## src/rtl/burst_buffer_slave.sv

```systemverilog
// -----------------------------------------------------------------------------
// burst_buffer_slave
//
// Downstream endpoint of the APB-to-burst bridge. Write bursts arriving on the
// burst_valid/burst_ready handshake are stored in a circular buffer. They are
// returned in order as read bursts on the db_valid/db_ready handshake. The
// burst_last output marks the final beat of each read burst.
//
// Ports
//   clk             in   1        single clock, rising edge
//   rst_n           in   1        asynchronous reset, active-low
//   burst_valid     in   1        write beat valid
//   data_burst_out  in   DATA_W   write beat data
//   db_length       in   LEN_W    burst length-1 (write start and rd_req)
//   last            in   1        final write beat marker
//   burst_ready     out  1        write beat accepted on valid&ready
//   rd_req          in   1        one-cycle read-burst request
//   db_valid        out  1        read beat valid
//   data_burst_in   out  DATA_W   read beat data
//   burst_last      out  1        final read beat marker
//   db_ready        in   1        read beat consumed on valid&ready
//   level           out  PTR_W+1  committed beats held in the buffer
//   len_err         out  1        sticky: last disagreed with db_length
//   err_clr         in   1        clears len_err (BURST_SLV_ERR_CLR_EN only)
//
// Configuration macro
//   BURST_SLV_ERR_CLR_EN
//     Defined:   adds err_clr. A set event in the same cycle wins over a clear.
//     Undefined: len_err is cleared only by rst_n.
// -----------------------------------------------------------------------------
module burst_buffer_slave #(
  parameter int DATA_W = 32,
  parameter int LEN_W  = 4,
  parameter int DEPTH  = 16
) (
  input  logic                       clk,
  input  logic                       rst_n,
  input  logic                       burst_valid,
  input  logic [DATA_W-1:0]          data_burst_out,
  input  logic [LEN_W-1:0]           db_length,
  input  logic                       last,
  output logic                       burst_ready,
  input  logic                       rd_req,
  output logic                       db_valid,
  output logic [DATA_W-1:0]          data_burst_in,
  output logic                       burst_last,
  input  logic                       db_ready,
  output logic [$clog2(DEPTH):0]     level,
  output logic                       len_err
`ifdef BURST_SLV_ERR_CLR_EN
  ,
  input  logic                       err_clr
`endif
);

  localparam int PTR_W = $clog2(DEPTH);
  localparam int LVL_W = PTR_W + 1;
  // Wide enough to hold both DEPTH-level and db_length+1 without overflow.
  localparam int CMP_W = LVL_W + LEN_W + 1;

  typedef enum logic [0:0] {
    W_IDLE,
    W_DATA
  } wState_t;

  typedef enum logic [1:0] {
    R_IDLE,
    R_WAIT,
    R_DATA
  } rState_t;

  wState_t           wState_q, wState_d;
  rState_t           rState_q, rState_d;
  logic [LEN_W-1:0]  wCnt_q, wCnt_d;
  logic [LEN_W-1:0]  rLen_q, rLen_d;
  logic [LEN_W-1:0]  rCnt_q, rCnt_d;
  logic [PTR_W-1:0]  wrPtr_q, wrPtr_d;
  logic [PTR_W-1:0]  rdPtr_q, rdPtr_d;
  logic [LVL_W-1:0]  level_q, level_d;
  logic              lenErr_q, lenErr_d;
  logic              active_q;

  logic [DATA_W-1:0] mem_q [DEPTH];

  logic              wrFire;
  logic              rdFire;
  logic              lenErrSet;
  logic              errClr;
  logic [CMP_W-1:0]  freeSlots;
  logic [CMP_W-1:0]  wrNeed;
  logic [CMP_W-1:0]  rdNeed;

`ifdef BURST_SLV_ERR_CLR_EN
  assign errClr = err_clr;
`else
  assign errClr = 1'b0;
`endif

  assign freeSlots = CMP_W'(DEPTH) - CMP_W'(level_q);
  assign wrNeed    = CMP_W'(db_length) + CMP_W'(1);
  assign rdNeed    = CMP_W'(rLen_q) + CMP_W'(1);

  // active_q keeps burst_ready low while reset is held. It opens the write
  // side on the first edge after reset is released.
  always_ff @(posedge clk or negedge rst_n) begin
    if (!rst_n) begin
      active_q <= 1'b0;
    end else begin
      active_q <= 1'b1;
    end
  end

  // Write FSM next state. In W_IDLE the whole burst is reserved up front, so
  // W_DATA can accept every beat without re-checking space. wCnt holds the
  // number of beats still owed after the current one.
  always_comb begin
    wState_d    = wState_q;
    wCnt_d      = wCnt_q;
    burst_ready = 1'b0;
    lenErrSet   = 1'b0;
    case (wState_q)
      W_IDLE: begin
        burst_ready = active_q && (freeSlots >= wrNeed);
        if (burst_valid && burst_ready) begin
          if ((db_length == '0) || last) begin
            lenErrSet = (db_length == '0) != last;
          end else begin
            wCnt_d   = db_length - LEN_W'(1);
            wState_d = W_DATA;
          end
        end
      end
      W_DATA: begin
        burst_ready = 1'b1;
        if (burst_valid) begin
          if ((wCnt_q == '0) || last) begin
            lenErrSet = (wCnt_q == '0) != last;
            wState_d  = W_IDLE;
          end else begin
            wCnt_d = wCnt_q - LEN_W'(1);
          end
        end
      end
      default: begin
        wState_d = W_IDLE;
      end
    endcase
  end

  assign wrFire = burst_valid && burst_ready;

  // Read FSM next state. The read waits until the whole burst is already in the
  // buffer. Once streaming starts, it can never stall on an empty buffer.
  always_comb begin
    rState_d   = rState_q;
    rLen_d     = rLen_q;
    rCnt_d     = rCnt_q;
    db_valid   = 1'b0;
    burst_last = 1'b0;
    rdFire     = 1'b0;
    case (rState_q)
      R_IDLE: begin
        if (rd_req) begin
          rLen_d   = db_length;
          rState_d = R_WAIT;
        end
      end
      R_WAIT: begin
        if (CMP_W'(level_q) >= rdNeed) begin
          rCnt_d   = '0;
          rState_d = R_DATA;
        end
      end
      R_DATA: begin
        db_valid   = 1'b1;
        burst_last = (rCnt_q == rLen_q);
        if (db_ready) begin
          rdFire = 1'b1;
          rCnt_d = rCnt_q + LEN_W'(1);
          if (burst_last) begin
            rState_d = R_IDLE;
          end
        end
      end
      default: begin
        rState_d = R_IDLE;
      end
    endcase
  end

  assign data_burst_in = db_valid ? mem_q[rdPtr_q] : '0;

  // Pointers, level and the sticky error. A write and a read in the same
  // cycle cancel out in level. A set of len_err takes priority over err_clr.
  always_comb begin
    wrPtr_d  = wrPtr_q;
    rdPtr_d  = rdPtr_q;
    level_d  = level_q;
    lenErr_d = lenErr_q;
    if (wrFire) begin
      wrPtr_d = wrPtr_q + PTR_W'(1);
    end
    if (rdFire) begin
      rdPtr_d = rdPtr_q + PTR_W'(1);
    end
    if (wrFire && !rdFire) begin
      level_d = level_q + LVL_W'(1);
    end else if (!wrFire && rdFire) begin
      level_d = level_q - LVL_W'(1);
    end
    if (lenErrSet) begin
      lenErr_d = 1'b1;
    end else if (errClr) begin
      lenErr_d = 1'b0;
    end
  end

  // Control state register. Reset aborts any burst in flight on either side.
  always_ff @(posedge clk or negedge rst_n) begin
    if (!rst_n) begin
      wState_q <= W_IDLE;
      rState_q <= R_IDLE;
      wCnt_q   <= '0;
      rLen_q   <= '0;
      rCnt_q   <= '0;
      wrPtr_q  <= '0;
      rdPtr_q  <= '0;
      level_q  <= '0;
      lenErr_q <= 1'b0;
    end else begin
      wState_q <= wState_d;
      rState_q <= rState_d;
      wCnt_q   <= wCnt_d;
      rLen_q   <= rLen_d;
      rCnt_q   <= rCnt_d;
      wrPtr_q  <= wrPtr_d;
      rdPtr_q  <= rdPtr_d;
      level_q  <= level_d;
      lenErr_q <= lenErr_d;
    end
  end

  // Buffer storage has no reset. Entries are only visible once level counts them.
  always_ff @(posedge clk) begin
    if (wrFire) begin
      mem_q[wrPtr_q] <= data_burst_out;
    end
  end

  assign level   = level_q;
  assign len_err = lenErr_q;

endmodule

```

## config.mk

```make
export PLATFORM = sky130hd
export DESIGN_NAME = burst_buffer_slave
export DESIGN_NICKNAME = d
export VERILOG_FILES = /design/src/rtl/burst_buffer_slave.sv
export SDC_FILE = /design/constraint.sdc
export NUM_CORES = 1
export LEC_CHECK = 0
export ABC_AREA = 1
export BUFFER_PORTS_ARGS = -buffer_cell sky130_fd_sc_hd__buf_4
export CAP_MARGIN = 20
export CORE_MARGIN = 3
export CORE_UTILIZATION = 40
export DETAILED_ROUTE_END_ITERATION = 12
export GPL_TIMING_DRIVEN = 0
export PLACE_DENSITY_LB_ADDON = 0.12
export SKIP_CTS_REPAIR_TIMING = 1
export SYNTH_ARGS = -nofsm -noshare
export SYNTH_HDL_FRONTEND = slang
export SYNTH_SLANG_ARGS = --single-unit
export TNS_END_PERCENT = 50
```

## constraint.sdc

```tcl
create_clock -name clk -period 5 [get_ports clk]
set_input_delay 0.5 -clock clk [delete_from_list [all_inputs] [get_ports clk]]
set_output_delay 0.5 -clock clk [all_outputs]
set_load 0.01 [all_outputs]
```

== Yosys cells after proc, flatten, opt, wreduce, memory -nomap -nowiden ==
Memories as Yosys holds them, arrays and structs flattened.
Index checks and enable logic that the tools add are counted.
Storage, ports and cells
  flip-flop bits (word level): 30
  bits in latches: 0
  RAM bits: 512
  memory bits (read-only): 0
  output and inout port bits: 41
  memories: 1
Memory list
  mem_q: words 16, bits a word 32, read ports 1, clocked after memory_dff 0, write ports 1, RTL line 83  | logic [DATA_W-1:0] mem_q [DEPTH];
Operators by class
  add/subtract/negate cells: 10
  $mul: 0
  divide/modulo/power cells: 0
  $lt $le $gt $ge: 2
  equal/unequal tests: 13
  shift-type cells: 0
  multiplexer cells: 33
  bitwise gates (word level): 1
  reduce and logical (&&, ||, !) cells: 18
Operator list (count)
  $mux 32: 1
  $mux 4: 6
  $ne 2x2->1 const B: 8
  $pmux 4 s2: 2
  $mux 1: 14
  $add 4x1->4 const B: 3
  $add 4x1->5 const B: 2
  $ge 10x5->1: 1
  $mux 5: 2
  $logic_not 4->1: 2
  $mux 2: 4
  $reduce_and 4->1: 2
  $sub 4x1->4 const B: 2
  $pmux 1 s2: 3
  $pmux 2 s3: 1
  $sub 5x5->6 const A: 1
  $add 5x1->5 const B: 1
  $ge 5x5->1: 1
  $logic_and 1x1->1: 5
  $sub 5x1->5 const B: 1
  $eq 4x4->1: 1
  $reduce_bool 2->1: 2
  $reduce_and 3->1: 1
  $eq 2x1->1 const B: 1
  7 further kinds: 10

== Logic depth before layout (Yosys ltp) ==
  depth after elaboration: 9
  mapped depth: 25
  mapped depth without buffers: 25

== Worst setup path before layout ==
Ideal clock, no wire load.
  path kind: reg-to-reg
  from: reg level_q[0] (netlist: level[0])
  to: mem mem_q[0][0], enable pin
  arrival time: 3.344 ns
  required time: 4.579 ns
  slack: 1.235 ns
  stages on the path, launching flop included: 17
  path buffers: 0
  cells stage by stage: dfrtp_1 > inv_2 > ha_1 > xnor2_1 > ha_1 > nand2_1 > inv_1 > nand2_1 > nand2_1 > nand2_1 > nand2_1 > nand2_1 > nand2_1 > nand2_1 > inv_2 > nand2_1 > nor2_1
On the way
  word-level cells in the longest chain between the ends: 7
RTL lines
  start, declared: RTL line 79  | logic [LVL_W-1:0] level_q, level_d;
  start signal, assigned: RTL line 238  | level_q <= level_d;
  $sub 5x5->6: RTL line 99  | assign freeSlots = CMP_W'(DEPTH) - CMP_W'(level_q);
  $ge 10x5->1: RTL line 123  | burst_ready = active_q && (freeSlots >= wrNeed);
  $logic_and 1x1->1: RTL line 123
  $pmux 1 s2: RTL line 121  | case (wState_q)
  via burst_ready: RTL line 42  | output logic burst_ready,
  $logic_and 1x1->1: RTL line 150  | assign wrFire = burst_valid && burst_ready;
  via wrFire: RTL line 85  | logic wrFire;
  $mux 1: RTL line 245  | if (wrFire) begin
  $mux 1 (implied by the code): RTL line 246  | mem_q[wrPtr_q] <= data_burst_out;
  end, declared: RTL line 83
The timed path passes the listed nets, and every way through them passes these cells.

== Final worst setup path ==
  from: reg rdPtr_q[0]
  to: out data_burst_in[17]
On the way
  word-level cells in the longest chain between the ends: 2
RTL lines
  start, declared: RTL line 78  | logic [PTR_W-1:0] rdPtr_q, rdPtr_d;
  start signal, assigned: RTL line 237  | rdPtr_q <= rdPtr_d;
  $mem_v2 16x32
  $mux 32: RTL line 191  | assign data_burst_in = db_valid ? mem_q[rdPtr_q] : '0;
  end, declared: RTL line 45  | output logic [DATA_W-1:0] data_burst_in,
No other way between the ends.

==> impl_results.md <==
* Initial DRC count at roughly 1700
* Post-synth EDFFs at 512
* Average size of a mapped cell at 13.5 um^2
* Final WS setup at 1.15 ns
* Max FO, Critical Path at 10
* Most common cell in the synthesized netlist: edfxtp_1
* Row cnt at between 80 and 90
* Worst reg2reg path startpoint: level[0]$_DFFE_PN0P_
* Setup crit start: rdPtr_q[0]$_DFFE_PN0P_
* Yosys reg bits at 542
* Post-synth cell types at 33
* Leakage at 8.56 nW
* Fill count at 4756
* Mapped Nets at 1702
* Final Net Count at 1861
* Mapped Area at 22000 um^2
* Antenna-violating nets left at 0
* CP endpoint kind: output port
* Hold worst-path end: rCnt_q[1]$_DFFE_PN0P_
* Slew headroom at 21.4%
* First-pass DRT Iterations at 5
* Beginning of the worst hold path: db_ready
* Maximum VDD drop at about 370 uV
* Die Height at about 240 um
* Worst slack, placed at around 1.3 ns
* Flop-to-flop setup slack at 1.40 ns
* Initial Util at between 40% and 50%
* Via count at 14600
* Worst Path Arrival at 3.35 ns
* Layout cells sized above 1 at between 10% and 20%
* Clock skew at roughly 0.029 ns
* Ys flop type: edfxtp_1
* Period utilization at 77.0%
* H-tree Lvls at 2
* First-pass GRT wire length at 99.5 mm
* Sequential standard cell area at 16100 um^2
* Area of the multi-input gates at 5170 um^2
* Hold Path Class: in2reg
* Dominant cell type by area after synthesis: edfxtp_1
* Syn Inst Count at 1632
* Root buf cell: clkbuf_16
* Vias in the first global route at 14600
* Hold Crit Depth at 3
* Longest Clk Path Bufs at 3
* Seq/Total Area, Yosys at 73.4%
* Antenna Cells at 0
* IO Count at 83
* Critical path required time at between 4 and 5 ns
* Total CTS buffers at 57
* Largest net degree at the start of global routing at 31
* IO Port Bufs at 82
* Vias per inst at 5.78
* Half-perimeter wire length after placement at 44.6 mm
* Clk pin slew, worst setup/hold paths at 0.06 ns
* Max Fclk at 260 MHz
* WL/cell at 27.4 um
* Die width at 240 um
* Die area at around 58000 um^2
* Max-slew violation count at 0
* Overall power at about 15 mW
* Kind of critical path: reg2out
* Top-area cell type share of the netlist area at 70.0%
* R2R cell count at 17
* Routability Congestion at 0.813
* FF-to-FF End: mem_q[14][12]$_DFFE_PP_
* Post-route DRC at 0
* RSZ-0062 raised after global routing: no
* Crit start category: flip-flop
* Final wirelength at 69.5 mm
* P per Cell Area at 594 nW/um^2
* Total congestion overflow at 0
* CTS tree: built
* Maxcap violations at 0
* GRT Total Usage at 24.1%
* Initial antenna violation count at 1
* Slew @ Worst Pin at 1.18 ns
* Top cells by area, synth: edfxtp_1, o21ai_0, nor2_1
* Final setup vio count at 0
* Core Box Area at 54000 um^2
* Post-synth ARST share at about 5.5%
* Num Clock Sinks at between 500 and 600
* Outcome: finished, final reports clean
* Clock latency on the worst-skew pair at 0.63 ns
* Yosys Warn Count at 0
* Area grow syn2layout at 17.2%
* Hold Fails Final Rpt at 0
* Min Clock Period, post-route at 3.85 ns
* Post-synth top cells: edfxtp_1, nor2_1, o21ai_0
per-stage QoR:
| stage | std cells | setup TNS (ns) | area, um^2 | hold WS [ns] | utilization [%] |
|---|---|---|---|---|---|
| 2_1_floorplan | 1632 | 0 | 22000 | 0.204 | - |
| 3_3_place_gp | 2410 | -351.33 | 23500 | 0.459 | 43.4 |
| 3_5_place_dp | 2426 | 0 | 23900 | 0.461 | 44.3 |
| 4_1_cts | 2530 | 0 | 25700 | -0.170 | 47.6 |
| 5_1_grt | 2532 | 0 | 25700 | 0.159 | 47.7 |
| 6_report | 2532 | 0 | 25700 | 0.171 | 47.7 |
metal layers:
metal	global-route usage (%)	share of wire [%]	vias to the layer above	routed length [um]
met3	4.71	8.4	114	5850
met2	39.1	48	660	33100
met1	32.9	41	7368	28500
met5	0	0	-	0
met4	7.83	2.9	0	1980
li1	-	-	6493	-
sequential cells by signal, indices dropped and copies added (netlist names):
| register | cells |
|---|---|
| active_q | 1 |
| len_err | 1 |
| level | 5 |
| mem_q | 512 |
| rCnt_q | 4 |
| rLen_q | 4 |
| rState_q | 2 |
| rdPtr_q | 4 |
| wCnt_q | 4 |
| wState_q | 1 |
| wrPtr_q | 4 |
area by class of cell:
type / instances / share of cell area (%)
Sequential cell: 542 / 62.6
Clock inverter: 29 / 0.923
Tap cell: 696 / 3.38
Timing Repair Buffer: 100 / 3.86
Multi-Input combinational cell: 933 / 20.1
Clock buffer: 75 / 6.05
Inverter: 47 / 0.705
Buffer: 110 / 2.36
worst max path at each step:
stage | endpoint | slack [ns] | depth (start not counted)
floorplan | mem_q[0][0]$_DFFE_PP_ | 1.23 | 16
global placement | mem_q[8][12]$_DFFE_PP_ | -0.96 | 17
detailed placement | mem_q[14][8]$_DFFE_PP_ | 1.33 | 18
CTS | data_burst_in[17] | 1.25 | 8
global route | data_burst_in[17] | 1.05 | 8
finish | data_burst_in[17] | 1.15 | 8
cell usage in the layout (no fill, tap or decap), types with 5 or more instances in the layout:
| cell type | Yosys | layout |
|---|---|---|
| buf_12 | 0 | 11 |
| a21oi_1 | 41 | 41 |
| edfxtp_1 | 512 | 512 |
| o22ai_1 | 34 | 34 |
| clkbuf_1 | 66 | 80 |
| buf_2 | 11 | 11 |
| o221ai_1 | 94 | 94 |
| nand4_1 | 7 | 7 |
| nor2_1 | 282 | 266 |
| xnor2_1 | 10 | 10 |
| o211ai_1 | 35 | 35 |
| buf_4 | 12 | 94 |
| buf_16 | 0 | 5 |
| o21ai_1 | 27 | 27 |
| clkbuf_16 | 0 | 59 |
| clkinv_1 | 0 | 11 |
| buf_6 | 15 | 16 |
| nand2_1 | 58 | 58 |
| dfrtp_1 | 30 | 30 |
| inv_1 | 43 | 43 |
| nor2_4 | 0 | 16 |
| clkinv_2 | 0 | 12 |
| ha_1 | 27 | 27 |
| o21ai_0 | 249 | 249 |
| xor2_1 | 12 | 12 |
| nand3_1 | 47 | 47 |
logic make-up (layout without fill, tap and decap cells):
kind of cell | count (synthesis) | count (layout) | synth area share [%]
other | 1 | 1 | 0.0171
XOR/XNOR | 22 | 22 | 0.877
flip-flops | 542 | 542 | 73.4
AND/OR/NAND/NOR | 398 | 398 | 7.19
AO/OA/AOI/OAI | 484 | 484 | 13.3
buffers and inverters | 157 | 361 | 3.59
adder cells (fa/ha/maj) | 28 | 28 | 1.63
worst max-delay path: stages, from the launching register on:
cell      delay (ns)
dfrtp_1         0.37
buf_6           0.14
buf_6           0.14
clkbuf_1        0.66
o21ai_0         0.25
o221ai_1        0.20
o211ai_1        0.23
a21oi_1         0.54
buf_4           0.22
where the power goes:
group	internal (mW)	switching [mW]
clock network	2.38	1.74
logic	1.68	4.01
registers	5.31	0.163
total	9.38	5.91
(Power assumes the default switching activity.)
